[config.mk]
export PLATFORM = sky130hd
export DESIGN_NAME = vecram_arbiter
export DESIGN_NICKNAME = d
export VERILOG_FILES = /design/src/rtl/vecram_arbiter.sv
export SDC_FILE = /design/constraint.sdc
export NUM_CORES = 1
export LEC_CHECK = 0
export BUFFER_PORTS_ARGS = -buffer_cell sky130_fd_sc_hd__buf_2
export CAP_MARGIN = 20
export CORE_ASPECT_RATIO = 1.1
export CORE_UTILIZATION = 35
export DETAILED_ROUTE_END_ITERATION = 10
export GPL_TIMING_DRIVEN = 0
export PLACE_DENSITY = 0.66
export SLEW_MARGIN = 30
export SYNTH_ARGS = -nofsm -noshare
export SYNTH_HDL_FRONTEND = slang
export SYNTH_SLANG_ARGS = --single-unit
[constraint.sdc]
create_clock -name clk -period 1.65 [get_ports clk]
set_input_delay 0.2475 -clock clk [delete_from_list [all_inputs] [get_ports clk]]
set_output_delay 0.2475 -clock clk [all_outputs]
set_load 0.02 [all_outputs]
[src/rtl/vecram_arbiter.sv]
// vecram_arbiter: shares the vector RAM port among download, CPU and AVG fetch (priority in that order)
module vecram_arbiter #(
  parameter int ADDR_W = 13,
  parameter int ROM_BASE = 4096
) (
  input  logic              clk,
  input  logic              rst,
  input  logic              dl_wr,
  input  logic [11:0]       dl_addr,
  input  logic [7:0]        dl_data,
  input  logic              cpu_req,
  input  logic              cpu_we,
  input  logic [ADDR_W-1:0] cpu_addr,
  input  logic [7:0]        cpu_wdata,
  output logic [7:0]        cpu_rdata,
  output logic              cpu_ack,
  output logic              cpu_overrun,
  input  logic              avg_req,
  input  logic [ADDR_W-1:0] avg_addr,
  output logic [15:0]       avg_inst,
  output logic              avg_valid,
  output logic              avg_busy,
  output logic [ADDR_W-1:0] ram_addr,
  output logic              ram_we,
  output logic [7:0]        ram_wdata,
  input  logic [7:0]        ram_rdata
);
  typedef enum logic [1:0] {IDLE, HI, LO, DONE} st_t;
  typedef enum logic [1:0] {T_NONE, T_CPU, T_HI, T_LO} tag_t;
  st_t r_st, w_st_nx;
  tag_t r_tag, w_tag;
  logic              r_cpu_pend, r_cpu_we, r_overrun;
  logic [ADDR_W-1:0] r_cpu_addr, r_avg_a, r_ram_addr, w_addr;
  logic [7:0]        r_cpu_wdata, r_cpu_rdata, r_hi, w_wdata;
  logic [15:0]       r_avg_inst;
  logic              w_we, w_avg_act, w_cpu_gnt, w_avg_gnt;
  assign w_avg_act = r_st == HI || r_st == LO;
  assign w_cpu_gnt = !dl_wr && r_cpu_pend;
  assign w_avg_gnt = !dl_wr && !r_cpu_pend && w_avg_act;
  always_comb begin
    w_addr = r_ram_addr;
    w_we = 1'b0;
    w_wdata = r_cpu_wdata;
    w_tag = T_NONE;
    if (dl_wr) begin
      w_we = 1'b1;
      w_addr = ADDR_W'(dl_addr) + ADDR_W'(ROM_BASE);
      w_wdata = dl_data;
    end else if (r_cpu_pend) begin
      w_we = r_cpu_we;
      w_addr = r_cpu_addr;
      w_tag = T_CPU;
    end else if (w_avg_act) begin
      w_addr = r_avg_a | ADDR_W'(r_st == LO);
      w_tag = r_st == LO ? T_LO : T_HI;
    end
  end
  always_comb begin
    w_st_nx = r_st;
    case (r_st)
      IDLE: w_st_nx = avg_req ? HI : IDLE;
      HI:   w_st_nx = w_avg_gnt ? LO : HI;
      LO:   w_st_nx = w_avg_gnt ? DONE : LO;
      DONE: w_st_nx = IDLE;
    endcase
  end
  always_ff @(posedge clk) begin
    if (rst) begin
      r_st <= IDLE;
      r_tag <= T_NONE;
      r_cpu_pend <= 1'b0;
      r_cpu_we <= 1'b0;
      r_overrun <= 1'b0;
      r_cpu_addr <= '0;
      r_cpu_wdata <= '0;
      r_cpu_rdata <= '0;
      r_avg_a <= '0;
      r_ram_addr <= '0;
      r_hi <= '0;
      r_avg_inst <= '0;
    end else begin
      r_st <= w_st_nx;
      r_tag <= w_tag;
      r_ram_addr <= w_addr;
      if (w_cpu_gnt) r_cpu_pend <= 1'b0;
      if (cpu_req) begin
        if (r_cpu_pend) r_overrun <= 1'b1;
        else begin
          r_cpu_pend <= 1'b1;
          r_cpu_we <= cpu_we;
          r_cpu_addr <= cpu_addr;
          r_cpu_wdata <= cpu_wdata;
        end
      end
      if (r_tag == T_CPU && !r_cpu_we) r_cpu_rdata <= ram_rdata;
      if (r_st == IDLE && avg_req) r_avg_a <= avg_addr & ~ADDR_W'(1);
      // high byte arrives in the first LO cycle; later LO stalls keep it
      if (r_tag == T_HI) r_hi <= ram_rdata;
      if (r_st == DONE) r_avg_inst <= {r_hi, ram_rdata};
    end
  end
  assign ram_addr = w_addr;
  assign ram_we = w_we && !rst;
  assign ram_wdata = w_wdata;
  assign cpu_ack = r_tag == T_CPU;
  assign cpu_rdata = cpu_ack && !r_cpu_we ? ram_rdata : r_cpu_rdata;
  assign cpu_overrun = r_overrun;
  assign avg_valid = r_st == DONE;
  assign avg_inst = avg_valid ? {r_hi, ram_rdata} : r_avg_inst;
  assign avg_busy = w_avg_act;
endmodule

# After elaboration in Yosys (flattened, before gate mapping)
# Index checks and enable logic that the tools add are counted.
# totals
reg_bits,85
inputBits,68
output_inout_bits,50
wordCells,56
# op_classes
n_addsub,1
eq_ne,5
muxes,18
bitwise_logic,3
reduce_logical,16
# ops
operator,count
13-bit two-way mux,3
16-bit two-way mux,1
8-bit two-way mux,2
"12-bit by 13-bit adder with 13-bit output, second input constant",1
13-bit by 1-bit OR with 13-bit output,1
1-bit two-way mux,10
2-bit case mux with 4 select lines,1
"2-bit equality test, second input constant",3
1-bit logical AND,6
"2-bit by 1-bit equality test with 1-bit output, second input constant",2
1-bit logical NOT,4
2-bit AND reduction,2
4-bit OR reduction,1
2-bit logical NOT,1
2-bit two-way mux,1
1-bit inverter,2
2-bit OR reduction,1
1-bit logical OR,1

# Longest topological paths before layout
# Gate-level depths: netlist of the first run.
# depth
depth_word,5
ltp_mapped,7
mapped_depth_nobuf,5

# Worst setup path after synthesis of the first run
# Ideal clock, no wire load.
# synth_path
path_kind,register -> output
from,register r_st[0]
to,output ram_addr[1]
arrival_ns,1.808
setup_slack_ns,-0.405
stages_incl_launch_ff,8
path_buffers,2
path_cell_list,dfxtp_1 -> inv_1 -> ha_1 -> buf_6 -> buf_6 -> mux2_2 -> o211ai_1 -> nand2_1
# synth_between
elab_chain_cells,5
elab_cells_between_ends,6
classes_between,eq/ne: 2; mux: 3; reduce/logical: 1
# synth_lines
element,line,source
"start, declared",30,"st_t r_st, w_st_nx;"
"start signal, assigned",82,r_st <= w_st_nx;
2-bit by 1-bit equality test with 1-bit output / 2-bit equality test (equally long branches),37,assign w_avg_act = r_st == HI || r_st == LO;
1-bit logical OR (*),37,
net avg_busy,22,"output logic avg_busy,"
13-bit two-way mux (*),53,end else if (w_avg_act) begin
13-bit two-way mux (*),49,end else if (r_cpu_pend) begin
13-bit two-way mux (*),45,if (dl_wr) begin
"end, declared",23,"output logic [ADDR_W-1:0] ram_addr,"
# The timed path passes the listed nets; every way through them passes the cells marked *.

# Worst setup path in the final report of the first run
# layout_path
from,register r_st[0]
to,output ram_addr[1]
# layout_between
elab_chain_cells,5
elab_cells_between_ends,6
classes_between,eq/ne: 2; mux: 3; reduce/logical: 1
# layout_lines
element,line
2-bit by 1-bit equality test with 1-bit output / 2-bit equality test (equally long branches),37
1-bit logical OR (*),37
13-bit two-way mux (*),53
13-bit two-way mux (*),49
13-bit two-way mux (*),45
# Mark *: on every way between the ends. The rest lies on a longest branch, timed or not.

==> results.md, run 1 <==
* Outcome: finished, violations left
* Failing checks: negative setup slack
* Cells after synthesis at a little under 400
* Pwr dens at 884 nW/µm²
* Slew HR at 0.512
* Multi-input gate area at ~2000 µm²
* Area Overhead vs Synth at 50.0%
* Placed cells at 631
* Share of cells above drive strength 1 at 0.477
* Synth area leader: dfxtp_1
* Synth Area in Simple Gates at 0.210
* Worst vdd ir at just over 400 µV
* Sequential share of power at 0.459
* Post-synth top cells: nand2_1, dfxtp_1, a21oi_1
* DR WL/cell at 15.1 µm
* Psw at 1.32 mW
* Fin crit period at ~2.3 ns
* Top-count cell post-synth: nand2_1
* Startpoint Class: flop
* Leakage at 2.44 nW
* YS warnings at 0
* Worst hold path cell count at 3
* Post-Route Utilization at 0.544
* Routed via count at 3279
* DRT iter0 DRCs at between 80 and 90
* CTS Buf Count at 9
* Unique cell type count in the Yosys netlist at 24
* Mux cell area share after synthesis at 0.160
* Via/cell ratio at 4.84
* Number of diodes at 0
* Post-route ant nets at 0
* Initial core utilization at 0.362
* DP Worst Slack at -0.401 ns
* Die height at 108 µm
* First-pass GRT wire length at 16500 µm
* FF+latch area at 1710 µm²
* CTS clk-pin slew, worst paths at 0.09 ns
* Worst-Margin Slew at 0.731 ns
* RSZ-0062 raised after global routing: true
* Chip width at around 99 µm
* Syn avg cell area at 9.07 µm²
* PortBufs at 114
* WHS at 0.115 ns
* Grt ovf at 0
* Critical path class: flop to output port
* Total track usage at 0.197
* Largest family of logic cells by synthesized area: simple AND/OR/NAND/NOR gates
* Synth Area in Adders at 0.0174
* Worst-case reg-to-reg path depth at 11
* Main synth FF type: dfxtp_1
* Setup slack after layout at -0.653 ns
* MaxCap Viol Count at 0
* GPL Wtd Cong at 0.750
* Comb pwr share at 0.188
* Vias in the first global route at 3493
* Max Slew Vio Count at 0
* Syn Nets at 470
* Final nets at 626
* Fillers at 879
* Endpoint class of the critical path: output port
* # H-tree levels at 3
* Complex-gate fraction of the synthesized area at 0.101
* Reg-to-reg setup timing slack at -0.31 ns
* Max Fanout on Critical Path at 7
* Cts hold-fix bufs at 0
* Sequential cell area fraction in the yosys report at 0.473
* Antenna violations before repair at 0
* First-pass DRT Iterations at 4
* CTS Sinks at 85
* Total Routed Length at 10200 µm
* Top cells by area, synth: dfxtp_1, mux2_2, nand2_1
* Largest net degree at the start of global routing at 17
* Rows at 38
* Pint at 3.45 mW
* Post-synthesis xor/xnor area fraction at 0
* Clk buf depth at 2
* Die Area at 10700 µm²
* Sw Ratio at 0.277
* CTS tree: yes
* Clock share of power at 0.352
* Cell Area, Synth at 3600 µm²
* Clk_skew at 0.0157 ns
* Max Clk Rate at 434 MHz
* Clk Latency, worst-skew pair at 0.36 ns
* Setup Viol. Count Final at 54
* Req. time, crit path at 1.40 ns
* Final hold vios at 0
* Io pins at around 120
* Hold WC Path Type: input pin to flop
* Core area at 9940 µm²
* Fin cells at 678
* # DRC at 0
* Fraction of registers with async set or reset after synthesis at 0
* Ratio of final minimum period to clock period at 1.40
* Half-perimeter wire length after placement at 6820 µm
* Number of synthesized flops with an enable pin at 0
* Clock root cell: clkbuf_8
* Critical Path AT at slightly above 2 ns
* Seq cells post-synth at 85
* Share of the synthesized area in the top cell type at 0.473
-- worst paths after layout --
check,start,endpoint
worst max-delay path,r_st[0],ram_addr[1]
worst max register to register,flop,r_st[0]
worst min register to register,r_cpu_addr[12],r_cpu_addr[12]
worst min-delay path,cpu_addr[0],r_cpu_addr[0]
-- per-layer routing --
layer / vias up / GRT usage / wire length [µm]
li1: 1630 / - / -
met1: 1530 / 0.239 / 4670
met2: 101 / 0.351 / 4970
met3: 18 / 0.0317 / 449
met4: 0 / 0.0725 / 142
met5: - / 0 / 0
-- power groups by stage --
| stage | combinational, mW | sequential, mW | clock, mW |
|---|---|---|---|
| 2_1_floorplan | 0.473 | 2.22 | 0 |
| 3_3_place_gp | 0.700 | 2.23 | 0 |
| 3_5_place_dp | 0.712 | 2.24 | 0 |
| 4_1_cts | 0.889 | 2.19 | 1.71 |
| 5_1_grt | 0.973 | 2.20 | 1.79 |
| 6_report | 0.900 | 2.19 | 1.68 |
-- worst max-delay path: stages (launching register included) --
cell and delay, ns:
dfxtp_2 0.37, inv_4 0.06, ha_4 0.33, buf_12 0.14, mux2_4 0.30, o211ai_1 0.24
nand2_2 0.12, buf_6 0.15
-- cells in the final DEF (no fill, tap or decap), types with 4 or more instances in the layout --
cell type | netlist | layout
buf_12 | 0 | 4
a21oi_2 | 0 | 5
ha_4 | 0 | 4
buf_4 | 0 | 23
mux2_2 | 44 | 15
buf_6 | 2 | 48
clkbuf_1 | 13 | 12
mux2_4 | 0 | 29
clkbuf_8 | 0 | 9
nor2_1 | 14 | 14
o211ai_1 | 11 | 11
mux2i_1 | 8 | 8
and2b_2 | 8 | 8
nand2_1 | 96 | 84
nor2b_1 | 20 | 18
dfxtp_2 | 0 | 4
nand2_2 | 0 | 12
buf_2 | 11 | 82
nand2b_1 | 14 | 14
a21oi_1 | 51 | 46
dfxtp_1 | 85 | 79
-- logic make-up after synthesis --
family	Yosys count
and+or+nand+nor	160
DFF	85
AOI/OAI and AO/OA	65
muxes	52
buffers and inverters	30
adders and majority gates	5
-- timing repair --
action	4_1_cts	5_1_grt
endpoints found under the setup margin	60	58
buffers inserted	41	14
gates cloned	1	0
pin swaps	22	15
resized for setup	118	41
-- stage by stage --
stage | cell area (µm²) | TNS [ns] | power (mW)
floorplan | 3670 | -3.19 | 2.70
finish | 5400 | -16.66 | 4.77
global route | 5400 | -19.33 | 4.96
global placement | 4390 | -6.84 | 2.93
CTS | 5330 | -16.10 | 4.79
detailed placement | 4390 | -7.60 | 2.95
-- final cells by class --
| type | instances | area share |
|---|---|---|
| Multi-Input combinational cell | 282 | 0.372 |
| Clock inverter | 7 | 0.0190 |
| Buffer | 24 | 0.0243 |
| Timing Repair Buffer | 148 | 0.214 |
| Tap cell | 120 | 0.0278 |
| Clock buffer | 9 | 0.0229 |
| Sequential cell | 85 | 0.317 |
| Inverter | 3 | 0.00301 |
-- flip-flops by register name (all words and copies together) (netlist names), named ones only --
signal and flops:
r_avg_inst 16, r_cpu_addr 13, r_ram_addr 13, r_avg_a 12, r_cpu_rdata 8, r_cpu_wdata 8, r_hi 8, r_tag 2
cpu_overrun 1, r_cpu_pend 1, r_cpu_we 1, r_st 1
No activity file was read; power rests on OpenSTA's default activity.
==> run 2: changes to the inputs <==
==> constraint.sdc (replaced) <==
create_clock -name clk -period 1.65 [get_ports clk]
set_input_delay 0.2475 -clock clk [delete_from_list [all_inputs] [get_ports clk]]
set_output_delay 0.2475 -clock clk [all_outputs]
set_load 0.005 [all_outputs]
==> run 2 against run 1 <==
The run still ends with negative setup slack left; global-route usage fell by 0.60 points; core utilization fell by 2.7 points; clock power fell by 13%; sequential share of layout area rose by 1.7 points; maximum frequency rose by 4.1%; via count fell by 0.64%; worst hold slack improved by 0.0057 ns; sequential power barely moved; combinational power fell by 17%; critical path type unchanged; largest power group unchanged.
==> results.md, run 2 (same netlist as run 1, synthesis figures left out) <==
* Setup Viol. Count Final at 43 (-20%)
* Critical path class: flop to output port
* Total track usage at 0.191 (-0.00599)
* CTS tree: yes
* Max Slew Vio Count at 0 (unchanged)
* Setup slack after layout at -0.564 ns (+0.0897 ns)
* Clk_skew at 0.0110 ns (-0.00473 ns)
* Die Area at 10700 µm² (unchanged)
* Total Routed Length at 10100 µm (-1.5%)
* Ratio of final minimum period to clock period at 1.34 (-0.0543)
* MaxCap Viol Count at 0 (unchanged)
* Final hold vios at 0 (unchanged)
* Top flop regs: r_avg_inst (16), r_cpu_addr (13), r_ram_addr (13)
* Routed via count at 3258 (-0.64%)
* Max reg flops at 16 (unchanged)
* Most common cell after layout, fill and taps aside: buf_2
* DRT iter0 DRCs at 132 (+57%)
* Clk Latency, worst-skew pair at 0.35 ns (about the same)
* Fin crit period at 2.21 ns (-0.0897 ns)
* First-pass GRT wire length at 15600 µm (-5.3%)
* Io pins at 118 (unchanged)
* CTS Buf Count at 9 (unchanged)
* Reg-to-reg setup timing slack at -0.07 ns (+0.24 ns)
* Critical Path AT at 1.97 ns (-0.09 ns)
* Worst-Margin Slew at 0.746 ns (+0.0146 ns)
* Share of cells above drive strength 1 at 0.433 (-0.0434)
* DP Worst Slack at -0.365 ns (+0.0357 ns)
* Post-route cell area at 5140 µm² (-4.9%)
* Clk buf depth at 2 (unchanged)
* Post-route ant nets at 0 (unchanged)
* Max Fanout on Critical Path at 7 (unchanged)
* WHS at 0.121 ns (+0.00574 ns)
* Antenna violations before repair at 0 (unchanged)
* Setup TNS at -12.84 ns (+3.83 ns)
* CTS clk-pin slew, worst paths at 0.09 ns (about the same)
* Pwr dens at 858 nW/µm² (-2.9%)
* Placed Area at 4360 µm² (-0.77%)
* Area Overhead vs Synth at 42.7%
* Hold WC Path Type: input pin to flop
* GPL Wtd Cong at 0.809 (+7.9%)
* Leakage at 2.35 nW (-3.8%)
* Most frequent cells in the layout: buf_2, nand2_1, dfxtp_1
* First-pass DRT Iterations at 4 (unchanged)
* Clock root cell: clkbuf_8
* # H-tree levels at 3 (unchanged)
* PortBufs at 114 (unchanged)
* RSZ-0062 raised after global routing: true
* Endpoint class of the critical path: output port
* Number of diodes at 0 (unchanged)
* Half-perimeter wire length after placement at 6730 µm (-1.4%)
* DR WL/cell at 15.1 µm (+0.12%)
* Initial core utilization at 0.362 (unchanged)
* Final nets at 615 (-1.8%)
* Outcome: finished, violations left
* CTS Sinks at 85 (unchanged)
* Post-Route Utilization at 0.517 (-0.0266)
* Req. time, crit path at 1.40 ns (about the same)
* # DRC at 0 (unchanged)
* Slew HR at 0.503 (-0.00974)
* Top reg by flops: r_avg_inst
* Max Clk Rate at 452 MHz (+4.1%)
* Grt ovf at 0 (unchanged)
* Rows at 38 (unchanged)
* Startpoint Class: flop
* Via/cell ratio at 4.88 (+1.0%)
* Core area at 9940 µm² (unchanged)
* Fillers at 924 (+5.1%)
* Vias in the first global route at 3281 (-6.1%)
* Worst vdd ir at 412 µV (+0.92%)
* Die height at 108 µm (unchanged)
* Chip width at 98.7 µm (unchanged)
* Failing checks: negative setup slack
* Largest net degree at the start of global routing at 16 (-1)
## run 2: where the power goes
part           switching (mW)  total (mW)  internal [mW]
sequential             0.0453        2.19           2.14
clock                   0.768        1.47          0.705
combinational           0.368       0.749          0.381
total                    1.18        4.41           3.23
## run 2: repair_timing
| action | in CTS | in global routing |
|---|---|---|
| pin swaps | 22 | 17 |
| setup endpoints to repair | 54 | 52 |
| resized for setup | 62 | 42 |
| setup buffers | 28 | 6 |
| gates cloned | 0 | 1 |
| hold buffers | 0 | 0 |
## run 2: final timing paths
check / startpoint / to / depth (start not counted)
setup / recovery: r_st[0] / ram_addr[3] / 7
hold / removal: cpu_we / r_cpu_we / 3
setup reg to reg: r_st[0] / r_ram_addr[11] / 7
hold reg to reg: r_cpu_addr[2] / r_cpu_addr[2] / 2
## run 2: critical path, stage by stage, from the launching register on
cell      delay (ns)
dfxtp_4         0.38
inv_4           0.04
ha_4            0.29
buf_12          0.13
mux2_4          0.30
o211ai_1        0.26
nand2_1         0.08
buf_2           0.13
## run 2: per-layer routing
layer	global-route usage	wire (µm)
met1	0.221	4420
met2	0.343	4970
met3	0.0394	512
met4	0.0789	174
met5	0	0
## run 2: metrics by stage
step | cells | total power [mW]
after floorplan | 397 | 2.60
after global placement | 631 | 2.84
after detailed placement | 631 | 2.86
after CTS | 674 | 4.47
after global routing | 667 | 4.62
final | 667 | 4.41
## run 2: final cells by class
cell class	instances	area, µm²	share of cell area
well taps	120	150	0.0292
clock inverters	7	72.6	0.0141
repair buffers	137	955	0.186
multi-input cells	282	1950	0.379
inverters	3	16.3	0.00317
plain buffers	24	151	0.0295
flip-flops and latches	85	1720	0.335
clock buffers	9	124	0.0241
